<file path="config.mk">
export PLATFORM = sky130hd
export DESIGN_NAME = lives_counter_flat
export DESIGN_NICKNAME = d
export VERILOG_FILES = /design/src/rtl/lives_counter_pkg.sv /design/src/rtl/lives_counter_if.sv /design/src/rtl/lives_holdoff_timer.sv /design/src/rtl/lives_counter.sv /design/src/flat_wrapper.sv
export SDC_FILE = /design/constraint.sdc
export NUM_CORES = 1
export LEC_CHECK = 0
export ABC_CLOCK_PERIOD_IN_PS = 4270
export BUFFER_PORTS_ARGS = -buffer_cell sky130_fd_sc_hd__buf_2
export CAP_MARGIN = 20
export CORE_MARGIN = 8
export CORE_UTILIZATION = 59
export CTS_BUF_LIST = sky130_fd_sc_hd__clkbuf_4
export DETAILED_ROUTE_END_ITERATION = 8
export PLACE_DENSITY = 0.78
export REMOVE_ABC_BUFFERS = 1
export SYNTH_ARGS = -nofsm -noshare
export SYNTH_HDL_FRONTEND = slang
export SYNTH_SLANG_ARGS = --single-unit
</file>
<file path="constraint.sdc">
create_clock -name LIVES_COUNTER_CLOCK_50 -period 4.27 [get_ports LIVES_COUNTER_CLOCK_50]
set_input_delay 0.854 -clock LIVES_COUNTER_CLOCK_50 [delete_from_list [all_inputs] [get_ports LIVES_COUNTER_CLOCK_50]]
set_output_delay 0.854 -clock LIVES_COUNTER_CLOCK_50 [all_outputs]
set_load 0.01 [all_outputs]
</file>
<file path="src/rtl/lives_counter_pkg.sv">
// Shared game constants and lives-counter state encoding.
// The game-over comparator imports LIVES_MAX_DEATHS so both ends agree on the limit.
package lives_counter_pkg;

    typedef enum logic [1:0] {
        PLAYING   = 2'b00,
        DYING     = 2'b01,
        GAME_OVER = 2'b10
    } livesState_t;

    localparam int LIVES_MAX_DEATHS     = 5;
    localparam int LIVES_HOLDOFF_CYCLES = 50000000;
    localparam int LIVES_HOLDOFF_WIDTH  = 26;

    // Bonus lives give back a death but never take the count below zero.
    function automatic logic [7:0] satDecrement(input logic [7:0] value);
        return (value == 8'd0) ? 8'd0 : value - 8'd1;
    endfunction

endpackage

</file>
<file path="src/rtl/lives_counter_if.sv">
// Event inputs and status outputs between the game logic and the lives counter.
interface lives_counter_if #(
    parameter int DATAWIDTH = 3
);
    logic                 LIVES_COUNTER_death_InHigh;
    logic                 LIVES_COUNTER_bonus_InHigh;
    logic                 LIVES_COUNTER_restart_InHigh;
    logic [DATAWIDTH-1:0] LIVES_COUNTER_count_Out;
    logic                 LIVES_COUNTER_respawn_OutHigh;
    logic                 LIVES_COUNTER_dying_OutHigh;
    logic                 LIVES_COUNTER_gameover_OutHigh;

    modport master (
        output LIVES_COUNTER_death_InHigh,
        output LIVES_COUNTER_bonus_InHigh,
        output LIVES_COUNTER_restart_InHigh,
        input  LIVES_COUNTER_count_Out,
        input  LIVES_COUNTER_respawn_OutHigh,
        input  LIVES_COUNTER_dying_OutHigh,
        input  LIVES_COUNTER_gameover_OutHigh
    );

    modport slave (
        input  LIVES_COUNTER_death_InHigh,
        input  LIVES_COUNTER_bonus_InHigh,
        input  LIVES_COUNTER_restart_InHigh,
        output LIVES_COUNTER_count_Out,
        output LIVES_COUNTER_respawn_OutHigh,
        output LIVES_COUNTER_dying_OutHigh,
        output LIVES_COUNTER_gameover_OutHigh
    );
endinterface

</file>
<file path="src/rtl/lives_holdoff_timer.sv">
// Respawn hold-off counter: load clears it, enable counts up, done flags the last cycle.
module lives_holdoff_timer
    import lives_counter_pkg::*;
#(
    parameter int CYCLES = LIVES_HOLDOFF_CYCLES,
    parameter int WIDTH  = LIVES_HOLDOFF_WIDTH
) (
    input  logic clk,
    input  logic srst,
    input  logic load,
    input  logic enable,
    output logic done
);
    localparam logic [WIDTH-1:0] LAST_VALUE = WIDTH'(CYCLES - 1);

    logic [WIDTH-1:0] timerReg;

    always_ff @(posedge clk) begin
        if (srst) begin
            timerReg <= '0;
        end else if (load) begin
            timerReg <= '0;
        end else if (enable && !done) begin
            timerReg <= timerReg + 1'b1;
        end
    end

    assign done = (timerReg == LAST_VALUE);

endmodule

</file>
<file path="src/rtl/lives_counter.sv">
// Frog death counter with respawn hold-off, bonus lives and game-over/restart handling.
module lives_counter
    import lives_counter_pkg::*;
#(
    parameter int LIVES_COUNTER_DATAWIDTH = 3,
    parameter int MAX_DEATHS              = LIVES_MAX_DEATHS,
    parameter int HOLDOFF_CYCLES          = LIVES_HOLDOFF_CYCLES,
    parameter int HOLDOFF_WIDTH           = LIVES_HOLDOFF_WIDTH
) (
    input  logic         LIVES_COUNTER_CLOCK_50,
    input  logic         LIVES_COUNTER_RESET_InHigh,
    lives_counter_if.slave livesBus
);
    localparam logic [LIVES_COUNTER_DATAWIDTH-1:0] LAST_LIFE =
        LIVES_COUNTER_DATAWIDTH'(MAX_DEATHS - 1);

    livesState_t                        stateReg;
    logic [LIVES_COUNTER_DATAWIDTH-1:0] countReg;
    logic                               respawnReg;
    logic                               dyingReg;
    logic                               gameoverReg;
    logic                               deathDelayReg;
    logic                               deathRise;
    logic                               timerDone;
    logic [7:0]                         countDecremented;

    assign deathRise        = livesBus.LIVES_COUNTER_death_InHigh & ~deathDelayReg;
    assign countDecremented = satDecrement(8'(countReg));

    // Timer is held at zero while playing so every hold-off starts fresh.
    lives_holdoff_timer #(
        .CYCLES (HOLDOFF_CYCLES),
        .WIDTH  (HOLDOFF_WIDTH)
    ) holdoffTimer (
        .clk    (LIVES_COUNTER_CLOCK_50),
        .srst   (LIVES_COUNTER_RESET_InHigh),
        .load   (stateReg == PLAYING),
        .enable (stateReg == DYING),
        .done   (timerDone)
    );

    always_ff @(posedge LIVES_COUNTER_CLOCK_50) begin
        if (LIVES_COUNTER_RESET_InHigh) begin
            stateReg      <= PLAYING;
            countReg      <= '0;
            respawnReg    <= 1'b0;
            dyingReg      <= 1'b0;
            gameoverReg   <= 1'b0;
            deathDelayReg <= 1'b0;
        end else begin
            // The edge register tracks death in every state so a held death never re-fires.
            deathDelayReg <= livesBus.LIVES_COUNTER_death_InHigh;
            respawnReg    <= 1'b0;

            case (stateReg)
                PLAYING: begin
                    dyingReg    <= 1'b0;
                    gameoverReg <= 1'b0;
                    if (deathRise) begin
                        countReg <= countReg + 1'b1;
                        if (countReg == LAST_LIFE) begin
                            stateReg    <= GAME_OVER;
                            gameoverReg <= 1'b1;
                        end else begin
                            stateReg <= DYING;
                            dyingReg <= 1'b1;
                        end
                    end else if (livesBus.LIVES_COUNTER_bonus_InHigh) begin
                        countReg <= countDecremented[LIVES_COUNTER_DATAWIDTH-1:0];
                    end
                end

                DYING: begin
                    if (timerDone) begin
                        stateReg   <= PLAYING;
                        dyingReg   <= 1'b0;
                        respawnReg <= 1'b1;
                    end
                end

                GAME_OVER: begin
                    if (livesBus.LIVES_COUNTER_restart_InHigh) begin
                        stateReg    <= PLAYING;
                        countReg    <= '0;
                        gameoverReg <= 1'b0;
                        respawnReg  <= 1'b1;
                    end
                end

                default: begin
                    stateReg    <= PLAYING;
                    dyingReg    <= 1'b0;
                    gameoverReg <= 1'b0;
                end
            endcase
        end
    end

    assign livesBus.LIVES_COUNTER_count_Out        = countReg;
    assign livesBus.LIVES_COUNTER_respawn_OutHigh  = respawnReg;
    assign livesBus.LIVES_COUNTER_dying_OutHigh    = dyingReg;
    assign livesBus.LIVES_COUNTER_gameover_OutHigh = gameoverReg;

endmodule

</file>
<file path="src/flat_wrapper.sv">
// flat-port wrapper written by rule: the top's interface ports become plain ports
module lives_counter_flat import lives_counter_pkg::*;
#(
    parameter int LIVES_COUNTER_DATAWIDTH = 3,
    parameter int MAX_DEATHS              = LIVES_MAX_DEATHS,
    parameter int HOLDOFF_CYCLES          = LIVES_HOLDOFF_CYCLES,
    parameter int HOLDOFF_WIDTH           = LIVES_HOLDOFF_WIDTH
)
  (LIVES_COUNTER_CLOCK_50, LIVES_COUNTER_RESET_InHigh, livesBus_LIVES_COUNTER_death_InHigh, livesBus_LIVES_COUNTER_bonus_InHigh, livesBus_LIVES_COUNTER_restart_InHigh, livesBus_LIVES_COUNTER_count_Out, livesBus_LIVES_COUNTER_respawn_OutHigh, livesBus_LIVES_COUNTER_dying_OutHigh, livesBus_LIVES_COUNTER_gameover_OutHigh);
  lives_counter_if #(.DATAWIDTH(3)) livesBus_i ();
  input  logic LIVES_COUNTER_CLOCK_50;
  input  logic LIVES_COUNTER_RESET_InHigh;
  input wire logic [$bits(livesBus_i.LIVES_COUNTER_death_InHigh)-1:0] livesBus_LIVES_COUNTER_death_InHigh;
  input wire logic [$bits(livesBus_i.LIVES_COUNTER_bonus_InHigh)-1:0] livesBus_LIVES_COUNTER_bonus_InHigh;
  input wire logic [$bits(livesBus_i.LIVES_COUNTER_restart_InHigh)-1:0] livesBus_LIVES_COUNTER_restart_InHigh;
  output wire logic [$bits(livesBus_i.LIVES_COUNTER_count_Out)-1:0] livesBus_LIVES_COUNTER_count_Out;
  output wire logic [$bits(livesBus_i.LIVES_COUNTER_respawn_OutHigh)-1:0] livesBus_LIVES_COUNTER_respawn_OutHigh;
  output wire logic [$bits(livesBus_i.LIVES_COUNTER_dying_OutHigh)-1:0] livesBus_LIVES_COUNTER_dying_OutHigh;
  output wire logic [$bits(livesBus_i.LIVES_COUNTER_gameover_OutHigh)-1:0] livesBus_LIVES_COUNTER_gameover_OutHigh;
  assign livesBus_i.LIVES_COUNTER_death_InHigh = livesBus_LIVES_COUNTER_death_InHigh;
  assign livesBus_i.LIVES_COUNTER_bonus_InHigh = livesBus_LIVES_COUNTER_bonus_InHigh;
  assign livesBus_i.LIVES_COUNTER_restart_InHigh = livesBus_LIVES_COUNTER_restart_InHigh;
  assign livesBus_LIVES_COUNTER_count_Out = livesBus_i.LIVES_COUNTER_count_Out;
  assign livesBus_LIVES_COUNTER_respawn_OutHigh = livesBus_i.LIVES_COUNTER_respawn_OutHigh;
  assign livesBus_LIVES_COUNTER_dying_OutHigh = livesBus_i.LIVES_COUNTER_dying_OutHigh;
  assign livesBus_LIVES_COUNTER_gameover_OutHigh = livesBus_i.LIVES_COUNTER_gameover_OutHigh;
  lives_counter #(.LIVES_COUNTER_DATAWIDTH(LIVES_COUNTER_DATAWIDTH), .MAX_DEATHS(MAX_DEATHS), .HOLDOFF_CYCLES(HOLDOFF_CYCLES), .HOLDOFF_WIDTH(HOLDOFF_WIDTH)) u_core (.LIVES_COUNTER_CLOCK_50(LIVES_COUNTER_CLOCK_50), .LIVES_COUNTER_RESET_InHigh(LIVES_COUNTER_RESET_InHigh), .livesBus(livesBus_i));
endmodule
</file>
==> impl_metrics.toml <==
[status]
outcome = "complete, no violations"

[timing]
rsz0062_at_grt = "false"
min_period_ns = 2.25
report.final.setup_viol = 0
slew_headroom_pct = 61.6
drv_slew = 0
skew_ns = 0.0133
tightest_slew_ns = 0.575
fin_setup_tns_ns = 0
post-route-period-util_pct = 52.6
max_freq_mhz = 445
hold_viol = 0

[worst_setup_path]
r2r-start = "u_core.stateReg[1]"
end_kind = "flip-flop"
path_cells = "inv_1, ha_1, nand3_1, nor3_1, nand3_1, or3_1, a21oi_1"
crit_arrival_ns = 2.51
crit_path_start_kind = "flip-flop"
critical_path_depth = 7
crit_slowest_cell = "ha_1"
crit_top_cell = "nand3_1"
ff2ff_setup_slack_ns = 2.02
crit_start = "u_core.stateReg[1]"
path_buf_inv = 1
slowest_delay_ns = 0.42
endpoint = "u_core.holdoffTimer.timerReg[21]"
r2r_end = "u_core.holdoffTimer.timerReg[21]"
worstRegToRegCells = 7
critical-path-top-delay-family = "simple AND/OR/NAND/NOR gates"
crit_type = "reg -> reg"
cp.required_ns = 4.53
crit_fanout = 10

[yosys]
ys.flop_type = "dfxtp_1"
synth_compound_area_share_pct = 15.6
avgSynthCellArea_um2 = 8.48
muxShareOfSynthArea_pct = 1.71
yosys_warnings = 0
synth_commonest_cells = "35 x dfxtp_1, 23 x nor2_1, 20 x nand2_1"
synth_top_family_by_area = "simple AND/OR/NAND/NOR gates"
yosys.area_share.simple_pct = 29.8
synthXorXnorAreaFrac_pct = 5.26
synthAdderAreaFrac_pct = 4.78
synth_area_leader_cell = "dfxtp_1"
synth.top_cells.by_area = "dfxtp_1 38%, ha_1 4.8%, nor2_1 4.7%"
synth_cells = 216
synth.ff_latch_count = 35
syn_area_um2 = 1830
synth_most_common_cell = "dfxtp_1"
ys_types = 44
synth_edf_count = 0
synthArstFlopShare_pct = 0
yosysSeqAreaShare_pct = 38.3
synth_top_area_share_pct = 38.3

[job]
drv_cap = 0

[cells_and_area]
nets = 236
fillers = 268
layout-drive-gt1-share_pct = 11.7
n_antenna_cell = 0
syn2layout_area_growth_pct = 4.64
final_area_um2 = 1920

[floorplan]
die_w_um = 71.7
die_y_um = 71.7
dieArea_um2 = 5140
rows = 20
top_level_ports = 11
initial_core_util_pct = 61.0
coreArea_um2 = 3000

[clock_tree]
tritoncts = "built"
root_buffer = "clkbuf_4"
ctsHoldBuffers = 0
path_clk_slew_ns = 0.10
cts_setup_buffers = 0
h-tree-depth = 2
clock_sinks = 35
cts_buffers = 5
clockBufferDepth = 2
clkLatencyLatePin_ns = 0.34
postCtsResizedCells = 0

[global_route]
antenna_found_initial = 0
grt_overflow_total = 0
grt_pass1_wl_mm = 6.60
grt_max_degree = 26
grt_usage_pct = 16.1
grt_pass1_vias = 1499

[route]
via_count = 1585
drtIter0Drc = 151
detail-route-antenna-nets = 0
drt_wl_total_mm = 3.85
via_per_inst = 6.19
wire_per_inst_um = 15.0
drc_errors = 0
first_pass_iters = 4

[placement]
place_congestion = 0.861
port_buffers = 10
hpwlAfterDp_mm = 2.79
place_area_um2 = 1870

[pwr]
p_leak_nw = 0.656
power_density_nw_per_um2 = 387
peakVddDrop_v = 0.000266
power_mw = 0.742

[min_path]
worstHoldPathType = "reg -> reg"
==> worst reg2reg max path, stage by stage, from the launching register on <==
cell and delay [ns]:
dfxtp_1 0.33, inv_1 0.10, ha_1 0.42, nand3_1 0.13, nor3_1 0.40, nand3_1 0.25
or3_1 0.37, a21oi_1 0.17
==> state kept, by name (all words and copies together), names as in the netlist <==
signal,cells
u_core.livesBus.LIVES_COUNTER_gameover_OutHigh,1
u_core.livesBus.LIVES_COUNTER_respawn_OutHigh,1
u_core.deathDelayReg,1
u_core.livesBus.LIVES_COUNTER_count_Out,3
u_core.stateReg,2
u_core.holdoffTimer.timerReg,26
u_core.livesBus.LIVES_COUNTER_dying_OutHigh,1
==> layout by cell type (no fill, tap or decap), drive strengths merged <==
cell type / count
a211oi: 1
a21o: 1
a21oi: 12
a22oi: 1
a311oi: 2
a31o: 2
and3: 1
and3b: 1
and4: 1
buf: 10
clkbuf: 6
dfxtp: 35
ha: 7
inv: 9
mux2: 1
mux2i: 2
nand2: 20
nand2b: 4
nand3: 11
nand4: 10
nand4b: 1
nor2: 23
nor2b: 3
nor3: 3
nor3b: 1
nor4: 2
nor4bb: 2
o2111ai: 1
o211ai: 4
o21a: 3
o21ai: 7
o31ai: 7
or2: 2
or3: 7
or4: 9
xnor2: 3
xor2: 8
==> worst min-delay path by stage <==
stage	startpoint	end	slack (ns)	cells after the start
after detailed placement	u_core.livesBus.LIVES_COUNTER_gameover_OutHigh	u_core.livesBus.LIVES_COUNTER_gameover_OutHigh	0.47	2
final	u_core.livesBus.LIVES_COUNTER_gameover_OutHigh	u_core.livesBus.LIVES_COUNTER_gameover_OutHigh	0.49	2
after global routing	u_core.livesBus.LIVES_COUNTER_gameover_OutHigh	u_core.livesBus.LIVES_COUNTER_gameover_OutHigh	0.50	2
after floorplan	u_core.holdoffTimer.timerReg[23]	u_core.holdoffTimer.timerReg[23]	0.46	2
after global placement	u_core.livesBus.LIVES_COUNTER_dying_OutHigh	u_core.livesBus.LIVES_COUNTER_dying_OutHigh	0.46	2
after CTS	u_core.livesBus.LIVES_COUNTER_gameover_OutHigh	u_core.livesBus.LIVES_COUNTER_gameover_OutHigh	0.48	2
==> report_power, final <==
part | switching, mW | internal (mW) | leakage, nW | total, mW
sequential | 0.0148 | 0.346 | 0.283 | 0.360
combinational | 0.128 | 0.0835 | 0.345 | 0.211
clock | 0.106 | 0.0649 | 0.0276 | 0.170
total | 0.248 | 0.494 | 0.656 | 0.742
==> routing by layer <==
layer,wire (µm),vias up,GRT usage (%)
li1,-,802,-
met1,1790,753,18.8
met2,1880,25,27.0
met3,133,5,5.44
met4,40,0,4.99
met5,0,-,0
==> kinds of logic (layout without fill, tap and decap cells) <==
family / Yosys count / after routing
mux: 3 / 3
buf+inv: 18 / 25
simple gates: 101 / 101
flops: 35 / 35
xor+xnor: 11 / 11
compound gates: 41 / 41
fa+ha+maj: 7 / 7
==> metrics by stage <==
step	cells	hold slack, ns	setup WS (ns)	utilization (%)
floorplan	207	0.458	2.37	-
global route	256	0.504	1.83	63.8
CTS	256	0.483	2.07	63.8
finish	256	0.492	2.02	63.8
detailed placement	250	0.469	2.08	62.3
global placement	250	0.461	2.11	62.3
==> final cells by class <==
type | count | area [µm²] | share of cell area [%]
Timing Repair Buffer | 10 | 50.0 | 2.61
Clock buffer | 6 | 45.0 | 2.35
Tap cell | 33 | 41.3 | 2.15
Sequential cell | 35 | 701 | 36.6
Inverter | 9 | 33.8 | 1.76
Multi-Input combinational cell | 163 | 1050 | 54.6
No activity file was read; power rests on OpenSTA's default activity.
